### config.mk
export PLATFORM = sky130hd
export DESIGN_NAME = sdram_line_ctrl
export DESIGN_NICKNAME = d
export VERILOG_FILES = /design/src/rtl/sdram_line_ctrl.sv
export SDC_FILE = /design/constraint.sdc
export NUM_CORES = 1
export LEC_CHECK = 0
export ABC_AREA = 1
export CAP_MARGIN = 0
export CORE_ASPECT_RATIO = 1.4
export CORE_MARGIN = 5
export CORE_UTILIZATION = 36
export DETAILED_ROUTE_END_ITERATION = 10
export PLACE_DENSITY = 0.76
export SLEW_MARGIN = 20
export SYNTH_ARGS = -nofsm -noshare
export SYNTH_HDL_FRONTEND = slang
export SYNTH_SLANG_ARGS = --single-unit
### constraint.sdc
create_clock -name i_clk -period 1.4 [get_ports i_clk]
set_input_delay 0.42 -clock i_clk [delete_from_list [all_inputs] [get_ports i_clk]]
set_output_delay 0.42 -clock i_clk [all_outputs]
set_load 0.05 [all_outputs]
### src/rtl/sdram_line_ctrl.sv
// Line-transfer sequencer: optional dirty-line write-back, then optional line fill.
// It moves one byte per sdram strobe transaction and uses the cache array's byte port.
//
// state    | meaning
// IDLE     | waiting for a request, req_ready high
// WB_ISSUE | strobe held for a victim byte write
// WB_GAP   | strobe low, advance write-back byte
// RD_ISSUE | strobe held for a fill byte read
// RD_CAP   | strobe low, capture sdram byte into cache
// DONE     | one-cycle completion pulse
module sdram_line_ctrl #(
  parameter int DELAY_CYCLES = 2,
  parameter int OFFSET_BITS  = 3,
  parameter int DATA_WIDTH   = 8
) (
  input  logic                   i_clk,
  input  logic                   i_rst,
  input  logic                   i_req_valid,
  output logic                   o_req_ready,
  input  logic                   i_req_wb,
  input  logic                   i_req_fill,
  input  logic [15:0]            i_wb_addr,
  input  logic [15:0]            i_fill_addr,
  output logic                   o_done,
  output logic                   o_busy,
  output logic [OFFSET_BITS-1:0] o_cache_off,
  output logic                   o_cache_we,
  output logic [DATA_WIDTH-1:0]  o_cache_wdata,
  input  logic [DATA_WIDTH-1:0]  i_cache_rdata,
  output logic [15:0]            o_sd_addr,
  output logic                   o_sd_wr_rd,
  output logic                   o_sd_mstrb,
  output logic [DATA_WIDTH-1:0]  o_sd_din,
  input  logic [DATA_WIDTH-1:0]  i_sd_dout
);

  localparam int WAIT_W = (DELAY_CYCLES > 0) ? $clog2(DELAY_CYCLES + 1) : 1;
  localparam logic [WAIT_W-1:0]      WAIT_LAST = WAIT_W'(DELAY_CYCLES);
  localparam logic [OFFSET_BITS-1:0] BYTE_LAST = '1;

  typedef enum logic [2:0] {
    S_IDLE, S_WB_ISSUE, S_WB_GAP, S_RD_ISSUE, S_RD_CAP, S_DONE
  } state_t;

  state_t                 r_state, w_state_nxt;
  logic [OFFSET_BITS-1:0] r_byte, w_byte_nxt;
  logic [WAIT_W-1:0]      r_wait, w_wait_nxt;
  logic [15-OFFSET_BITS:0] r_wb_line, r_fill_line;
  logic                   r_do_fill;
  logic                   w_accept;
  logic                   w_unused;

  // Low address bits select bytes within a line and are regenerated from r_byte.
  assign w_unused = ^{i_wb_addr[OFFSET_BITS-1:0], i_fill_addr[OFFSET_BITS-1:0]};
  assign w_accept = (r_state == S_IDLE) && i_req_valid;

  always_ff @(posedge i_clk) begin
    if (i_rst) begin
      r_state     <= S_IDLE;
      r_byte      <= '0;
      r_wait      <= '0;
      r_wb_line   <= '0;
      r_fill_line <= '0;
      r_do_fill   <= 1'b0;
    end else begin
      r_state <= w_state_nxt;
      r_byte  <= w_byte_nxt;
      r_wait  <= w_wait_nxt;
      if (w_accept) begin
        r_wb_line   <= i_wb_addr[15:OFFSET_BITS];
        r_fill_line <= i_fill_addr[15:OFFSET_BITS];
        r_do_fill   <= i_req_fill;
      end
    end
  end

  always_comb begin
    w_state_nxt   = r_state;
    w_byte_nxt    = r_byte;
    w_wait_nxt    = r_wait;
    o_req_ready   = 1'b0;
    o_done        = 1'b0;
    o_busy        = 1'b1;
    o_cache_off   = '0;
    o_cache_we    = 1'b0;
    o_cache_wdata = '0;
    o_sd_addr     = '0;
    o_sd_wr_rd    = 1'b0;
    o_sd_mstrb    = 1'b0;
    o_sd_din      = '0;
    case (r_state)
      S_IDLE: begin
        o_busy      = 1'b0;
        o_req_ready = 1'b1;
        if (i_req_valid) begin
          if (i_req_wb)        w_state_nxt = S_WB_ISSUE;
          else if (i_req_fill) w_state_nxt = S_RD_ISSUE;
          else                 w_state_nxt = S_DONE;
        end
      end
      S_WB_ISSUE: begin
        o_sd_mstrb  = 1'b1;
        o_sd_wr_rd  = 1'b1;
        o_sd_addr   = {r_wb_line, r_byte};
        o_cache_off = r_byte;
        o_sd_din    = i_cache_rdata;
        if (r_wait == WAIT_LAST) begin
          w_wait_nxt  = '0;
          w_state_nxt = S_WB_GAP;
        end else begin
          w_wait_nxt = r_wait + 1'b1;
        end
      end
      S_WB_GAP: begin
        o_sd_addr = {r_wb_line, r_byte};
        if (r_byte == BYTE_LAST) begin
          w_byte_nxt  = '0;
          w_state_nxt = r_do_fill ? S_RD_ISSUE : S_DONE;
        end else begin
          w_byte_nxt  = r_byte + 1'b1;
          w_state_nxt = S_WB_ISSUE;
        end
      end
      S_RD_ISSUE: begin
        o_sd_mstrb = 1'b1;
        o_sd_addr  = {r_fill_line, r_byte};
        if (r_wait == WAIT_LAST) begin
          w_wait_nxt  = '0;
          w_state_nxt = S_RD_CAP;
        end else begin
          w_wait_nxt = r_wait + 1'b1;
        end
      end
      S_RD_CAP: begin
        o_sd_addr     = {r_fill_line, r_byte};
        o_cache_we    = 1'b1;
        o_cache_off   = r_byte;
        o_cache_wdata = i_sd_dout;
        if (r_byte == BYTE_LAST) begin
          w_byte_nxt  = '0;
          w_state_nxt = S_DONE;
        end else begin
          w_byte_nxt  = r_byte + 1'b1;
          w_state_nxt = S_RD_ISSUE;
        end
      end
      S_DONE: begin
        o_done      = 1'b1;
        w_state_nxt = S_IDLE;
      end
      default: w_state_nxt = S_IDLE;
    endcase
  end

endmodule

==> qor.yml, run 1 <==
outcome:
  status: "complete, but fails checks"
  violations: "negative setup slack"
clock_tree:
  clk_pin_slew_ps: 70
  cts_made_buffers: 5
  cts_buffer_depth: 2
  cts_tree: "yes"
  postCtsHoldBufs: 0
  clkSinkCount: 35
  htreeDepth: 2
  cts-root-buf: "clkbuf_8"
  clk_latency_ps: 280
critical_path:
  startpoint_type: "flip-flop"
  critPathTopFamily: "buffers and inverters"
  crit_slowest_cell: "dfxtp_4"
  path_max_fanout: 3
  end_kind: "primary output"
  path_cells: "inv_4 > nand2_4 > buf_6 > nor2_4 > buf_4 > buf_6 > nor2_4 > nor2_4 > buf_8"
  path_class: "reg2out"
  crit_buf_inv: 5
  max_stage_delay_ps: 360
  arrival_ps: 1540
  cp.required_ps: 980
  crit_top_cell: "nor2_4"
yosys:
  synth_most_common_cell: "inv_1"
  synth_nets: 306
  synthXorXnorAreaFrac: 0
  synth_commonest_cells: "inv_1 (55), dfxtp_1 (35), a21oi_1 (32), nor2_1 (32), o21ai_1 (22)"
  synth-edff-count: 0
  synth_top_family_by_area: "compound AO/OA/AOI/OAI gates"
  synth_top_area_frac: 0.3718
  yosysSeqAreaShare: 0.3718
  syn_avg_cell_area_um2: 7.537
  muxShareOfSynthArea: 0
  synth_seq_cells: 35
  synth.area.top_cells: "dfxtp_1 (37%), inv_1 (11%), a21oi_1 (8.5%)"
  synth.distinct_cells: 29
  synth_top_area_cell: "dfxtp_1"
  ys_warn_count: 0
  syn_area_um2: 1884
  synthCells: 250
  synth_compound_area_frac: 0.2643
  synth_simple_gate_area_frac: 0.1620
  synthArstFlopShare: 0
  synth_top_flop_cell: "dfxtp_1"
  synthAdderAreaFrac: 0.01992
route:
  post_drt_wl_per_cell_um: 15.38
  vias_per_cell: 4.934
  vias: 2181
  drc: 0
  finalWirelength_mm: 6.800
  drtIter0Drc: 40
  antenna_left: 0
  firstDrtPassIters: 4
sta:
  holdWs_ps: 483.6
  hold_viol_final: 0
  worst_pin_slew_ps: 645.1
  drv_slew: 0
  clock-skew-final_ps: 5.788
  final.setup.tns_ps: -20860
  maxSlewHeadroom: 0.5699
  setup_ws_ps: -564.6
  rsz0062_at_grt: "true"
  max_freq_mhz: 509.0
  post-route-period-util: 1.403
  period_needed_ps: 1965
  setup_viol: 71
finish:
  nets: 431
  layoutNonFillerInstCount: 442
  syn_to_final_growth_pct: 113.0
  drive_above_1_share: 0.4920
  n_antenna_cell: 0
  fill_cells: 315
  final_util: 0.7840
job:
  drv_cap: 0
pwr:
  power.density_nw_per_um2: 1994
  p_leak_uw: 0.001581
  vdd_drop_max_v: 0.001332
global_route:
  grt_usage: 0.1861
  grt_first_pass_wirelength_mm: 10.03
  grt_pass1_vias: 2212
  grt_max_degree: 26
  overflow: 0
  antenna_found_initial: 0
floorplanning:
  rows: 31
  core_um2: 5120
  initial_core_util: 0.3680
  dieWidth_um: 71.15
  die-area_um2: 6801
  die_height_um: 95.60
  ioPinCount: 94
min_path:
  hp-class: "reg2reg"
place:
  port_buffers: 87
  place.gp.congestion: 0.7977
  pre_cts_ws_ps: -521.1
  numPlacedInstances: 416
  hpwl_mm: 4.390
==> final cells by class <==
class | instances | area, um2 | share of cell area
clock buffer | 7 | 86.33 | 0.02151
clock inverter | 1 | 5.005 | 0.001247
inverter | 60 | 252.7 | 0.06297
multi-input combinational | 149 | 1404 | 0.3498
sequential | 35 | 709.4 | 0.1767
tap | 66 | 82.58 | 0.02057
timing repair buffer | 124 | 1474 | 0.3672
==> layout by cell type (no fill, tap or decap), types with 13 or more instances in the layout <==
cell type,count
o21ai_2,25
inv_1,54
nor2_4,27
buf_12,25
a21oi_1,25
buf_4,24
dfxtp_1,32
buf_6,26
o22ai_4,13
clkdlybuf4s50_1,45
==> cells by family (layout without fill, tap and decap cells) <==
family | Yosys count | count (layout)
adders and majority gates | 3 | 3
DFF | 35 | 35
buffers and inverters | 71 | 192
AOI/OAI and AO/OA | 80 | 80
and+or+nand+nor | 61 | 66
==> flip-flops by register name, summed over array words and instances (netlist names) <==
| name | flops |
|---|---|
| r_wb_line | 13 |
| r_do_fill | 1 |
| r_byte | 3 |
| r_state | 3 |
| r_fill_line | 13 |
| r_wait | 2 |
==> per-layer routing <==
layer / GRT usage / part of all wire / up-vias
li1: - / - / 1053
met1: 0.1922 / 0.35 / 1026
met2: 0.3566 / 0.57 / 91
met3: 0.04325 / 0.069 / 11
met4: 0.07210 / 0.016 / 0
met5: 0 / 0 / -
==> tightest hold or removal path, delay by kind of cell (launching register included) <==
kind / cells / cell delay [ps]
flip-flops: 1 / 320
AO/OA/AOI/OAI: 1 / 60
AND/OR/NAND/NOR: 1 / 60
==> metrics by stage <==
stage | area (um2) | total power [uW]
after floorplan | 2113 | 4438
after CTS | 3744 | 7363
after global placement | 3301 | 5785
final | 4014 | 8006
after detailed placement | 3301 | 5879
after global routing | 4014 | 8385
==> what timing repair did <==
action / 4_1_cts / 5_1_grt
endpoints found under the hold margin: 0 / 0
gates resized for setup: 59 / 56
cloned: 1 / 4
setup buffers: 13 / 4
setup endpoints to repair: 45 / 72
pin swaps: 7 / 6
==> path summary, 6_finish.rpt <==
path / cells after the start / end / start / slack, ps
worst min-delay path: 2 / r_do_fill / r_do_fill / 480
worst max-delay path: 9 / o_cache_off[1] / r_state[2] / -560
worst min register to register: 2 / r_do_fill / r_do_fill / 480
worst max register to register: 9 / r_fill_line[9] / r_state[0] / -110
==> power by group <==
| group | internal, uW | total [uW] | switching [uW] |
|---|---|---|---|
| clock | 396 | 732 | 336 |
| sequential | 1320 | 1470 | 144 |
| combinational | 2400 | 5810 | 3410 |
Note: power is estimated with default switching activity, not from simulation.
==> run 2: changes to the inputs <==
--- a/config.mk
+++ b/config.mk
@@ -9,9 +9,10 @@
 export CAP_MARGIN = 0
 export CORE_ASPECT_RATIO = 1.4
 export CORE_MARGIN = 5
-export CORE_UTILIZATION = 36
+export CORE_UTILIZATION = 30
+export CTS_BUF_LIST = sky130_fd_sc_hd__clkbuf_8
 export DETAILED_ROUTE_END_ITERATION = 10
-export PLACE_DENSITY = 0.76
+export PLACE_DENSITY = 0.65
 export SLEW_MARGIN = 20
 export SYNTH_ARGS = -nofsm -noshare
 export SYNTH_HDL_FRONTEND = slang
==> run 2 against run 1 <==
Against the previous run:
- the run still ends with negative setup slack left
- critical endpoint is now o_sd_addr[2]
- routed wire length decreased by 11%
- first-iteration DRC count up 68%
- hold slack worse by 2.8 ps
- global-route usage decreased by 3.3 points
==> qor.yml, run 2 (synthesis results as in run 1) <==
clock_tree:
  clk_pin_slew_ps: 70
  clkSinkCount: 35
  cts_made_buffers: 5
  cts_tree: "yes"
  htreeDepth: 2
  cts-root-buf: "clkbuf_8"
  clk_latency_ps: 280
  cts_buffer_depth: 2
  postCtsHoldBufs: 0
critical_path:
  path_max_fanout: 3
  rrSetupSlack_ps: 10
  r2r_cells: 7
  max_stage_delay_ps: 350
  crit_slowest_cell: "dfxtp_4"
  startpoint_type: "flip-flop"
  path_cells: "buf_4 > nand2_2 > inv_2 > buf_6 > nor3_4 > buf_12 > nor2_4 > buf_8"
  path_class: "reg2out"
  end_kind: "primary output"
  arrival_ps: 1540
  cp.required_ps: 980
pwr:
  swShare: 0.4717
  clkPwrFrac: 0.104
  p_switching_uw: 3531
  seqPwrFrac: 0.196
  total_power_uw: 7486
  power.internal_uw: 3955
  power.density_nw_per_um2: 1973
  vdd_drop_max_v: 0.001071
  pwr-share-comb: 0.700
  p_leak_uw: 0.001518
sta:
  setup_ws_ps: -556.0
  max_freq_mhz: 511.3
  hold_viol_final: 0
  clock-skew-final_ps: 2.040
  post-route-period-util: 1.397
  drv_slew: 0
  period_needed_ps: 1956
  setup_viol: 41
  maxSlewHeadroom: 0.7850
  rsz0062_at_grt: "true"
  worst_pin_slew_ps: 322.5
place:
  place.gp.congestion: 0.7575
  numPlacedInstances: 423
  hpwl_mm: 4.279
  pre_cts_ws_ps: -521.4
  placed_area_um2: 3316
  port_buffers: 87
floorplanning:
  die_height_um: 103.8
  rows: 34
  die-area_um2: 7988
  ioPinCount: 94
  core_um2: 6168
  initial_core_util: 0.3055
  dieWidth_um: 76.98
finish:
  top_regs: "r_fill_line (13), r_wb_line (13)"
  nets: 425
  finalInstanceArea_um2: 3794
  mostFrequentLayoutCell: "inv_1"
  drive_above_1_share: 0.4054
  syn_to_final_growth_pct: 101.3
  n_antenna_cell: 0
  layoutNonFillerInstCount: 442
  most-common-layout-cells: "inv_1 (55), clkdlybuf4s50_1 (45), a21oi_1 (31), dfxtp_1 (31), nor2_4 (27)"
outcome:
  violations: "negative setup slack"
  status: "complete, but fails checks"
global_route:
  antenna_found_initial: 0
  grt_max_degree: 25
  grt_usage: 0.1534
  grt_first_pass_wirelength_mm: 10.24
  overflow: 0
  grt_pass1_vias: 2160
route:
  drtIter0Drc: 67
  vias: 2048
  firstDrtPassIters: 4
  vias_per_cell: 4.633
  antenna_left: 0
  drc: 0
  post_drt_wl_per_cell_um: 13.65
  finalWirelength_mm: 6.035
min_path:
  hp-class: "reg2reg"
  hold_depth: 2
job:
  drv_cap: 0
## run 2: cell types whose count changed in the layout (fill, tap and decap cells not counted), moves of 2 or more
| cell | change |
|---|---|
| a21oi_1 | +6 |
| nand2_8 | -3 |
| buf_6 | -4 |
| o21ai_2 | -23 |
| a21oi_2 | -6 |
| o21ai_1 | +22 |
| inv_2 | +2 |
| nand2_4 | -2 |
| inv_4 | -2 |
## run 2: through the flow
step / util / setup TNS [ps] / hold WS (ps)
finish: 0.6150 / -18080 / 480.9
global placement: 0.5375 / -19350 / 465.5
floorplan: - / -16210 / 446.0
global route: 0.6150 / -20910 / 507.6
detailed placement: 0.5375 / -20730 / 463.6
CTS: 0.6061 / -18390 / 473.7
## run 2: cell type report
cell class / instances / area [um2]
Fill cell: 517 / 2375
Timing Repair Buffer: 121 / 1436
Multi-Input combinational cell: 146 / 1209
Sequential cell: 35 / 710.7
Inverter: 60 / 247.7
Clock buffer: 7 / 96.34
Tap cell: 72 / 90.09
Clock inverter: 1 / 3.754
## run 2: final timing paths
| path | startpoint | to |
|---|---|---|
| setup / recovery | r_state[2] | o_sd_addr[2] |
| hold / removal | r_wb_line[1] | r_wb_line[1] |
| setup reg to reg | r_state[2] | r_byte[2] |
| hold reg to reg | r_wb_line[1] | r_wb_line[1] |
## run 2: power groups by stage
stage          combinational (uW)  clock (uW)  sequential (uW)
2_1_floorplan                2980           0             1460
4_1_cts                      5160         794             1460
3_3_place_gp                 4340           0             1470
5_1_grt                      5570         840             1500
6_report                     5240         780             1460
3_5_place_dp                 4390           0             1490
## run 2: critical path, delay by kind of cell, from the launching register on
family	cells	cell delay, ps
flip-flops	1	350
buffers and inverters	5	620
AND/OR/NAND/NOR	3	280
## run 2: routing by layer
layer,vias to the layer above,GRT usage,part of all wire
met1,924,0.1796,0.41
li1,1036,-,-
met5,-,0,0
met2,80,0.2746,0.52
met3,8,0.03125,0.060
met4,0,0.04914,0.019
## run 2: repair_timing
item                                    4_1_cts  5_1_grt
gates cloned                                  2        0
resized for setup                            50       18
setup buffers                                 9        3
endpoints found under the setup margin       47       74
pin swaps                                     7        1
==> run 3: changes to the inputs <==
--- a/config.mk
+++ b/config.mk
@@ -6,7 +6,7 @@
 export NUM_CORES = 1
 export LEC_CHECK = 0
 export ABC_AREA = 1
-export CAP_MARGIN = 0
+export CAP_MARGIN = 25
 export CORE_ASPECT_RATIO = 1.4
 export CORE_MARGIN = 5
 export CORE_UTILIZATION = 30
==> results of run 3 <==
No change in the layout: final DEF, timing and power equal those of run 2.
==> RTL change: new RTL, flow settings as in run 2 <==
Change the parameter `DATA_WIDTH` from 8 to 12.
--- a/src/rtl/sdram_line_ctrl.sv
+++ b/src/rtl/sdram_line_ctrl.sv
@@ -11,7 +11,7 @@
 module sdram_line_ctrl #(
   parameter int DELAY_CYCLES = 2,
   parameter int OFFSET_BITS  = 3,
-  parameter int DATA_WIDTH   = 8
+  parameter int DATA_WIDTH   = 12
 ) (
   input  logic                   i_clk,
   input  logic                   i_rst,
Interface: changed (resized i_cache_rdata, i_sd_dout, o_cache_wdata and o_sd_din); port bits go from 94 to 110. No check against the original RTL was run, so the function may have changed too.
==> RTL change against run 2 <==
- the flow still finishes with violations (negative setup slack)
- worst setup slack got worse by 22 ps
- clock skew increased by 1.8 ps
- cell count increased by 9.3%
- via count increased by 15%
- global-route usage increased by 3.1 points
- routed wire length increased by 27%
- die area decreased by 1.2%
- synthesized area decreased by 1.3%
- final area increased by 17%
- sequential cell count unchanged
- power increased by 11%
- count of clock-buffer cells in the layout decreased by 1
==> RTL change: results (changes against run 2) <==
grt_pass1_wl_um: 11770  # +15%
ys_seq_area_frac: 0.3769  # +0.005005
worstRegToRegCells: 11  # +4
outcome: "finished, violations left"
dp_hpwl_um: 4878  # +14%
portBuffers: 103  # +18%
buffer_area_frac: 0.4034  # +0.02481
holdPathEnd: "r_wb_line[0]"
p_comb_frac: 0.733  # +0.033
worstHoldStart: "r_wb_line[0]"
multi_input_area_um2: 1461  # +21%
startpoint: "r_state[0]"
fill_cells: 449  # -13%
synthTopCellsByCount: "inv_1, nor2_1, dfxtp_1"
violations: "negative setup slack"
fin_skew_ps: 3.799  # +1.759 ps
setup_viol: 79  # +93%
gp_congestion: 0.7690  # +1.5%
synth_cell_types: 22  # -24%
worstPathMaxFanout: 7  # +4
first_iter_violations: 50  # -25%
synthCells: 271  # +8.4%
layout_setup_ws_ps: -578.0  # -21.98 ps
setup_tns_ps: -27690  # -9605 ps
crit_end: "o_sd_addr[6]"
nClkBuffers: 6  # -1
post-place-ws_ps: -368.1  # +153.2 ps
clkCellAreaFrac: 0.01976  # -0.006622
dpl_cell_area_um2: 3810  # +15%
p_leak_nw: 1.782  # +17%
hold_ws_ps: 484.3  # +3.422 ps
## RTL change: cells by family (layout without fill, tap and decap cells)
family | count (synthesis) | count (layout) | share of synthesized area
buf+inv | 82 | 217 | 0.1979
compound gates | 78 | 78 | 0.2227
simple gates | 73 | 78 | 0.1824
flops | 35 | 35 | 0.3768
fa+ha+maj | 3 | 3 | 0.02019
## RTL change: layer usage
| metal | wire length (µm) | share of wire | vias to the layer above | global-route usage |
|---|---|---|---|---|
| met5 | 0 | 0 | - | 0 |
| met4 | 273 | 0.036 | 0 | 0.06191 |
| met3 | 670 | 0.087 | 18 | 0.05682 |
| met2 | 4274 | 0.56 | 113 | 0.3819 |
| met1 | 2461 | 0.32 | 1093 | 0.1666 |
| li1 | - | - | 1133 | - |
## RTL change: repair_timing
action                                  in CTS  in global routing
gates cloned                                 5                  2
gates resized for setup                     81                 16
buffers inserted                             8                  2
pin swaps                                   11                  9
endpoints found under the setup margin      77                 80
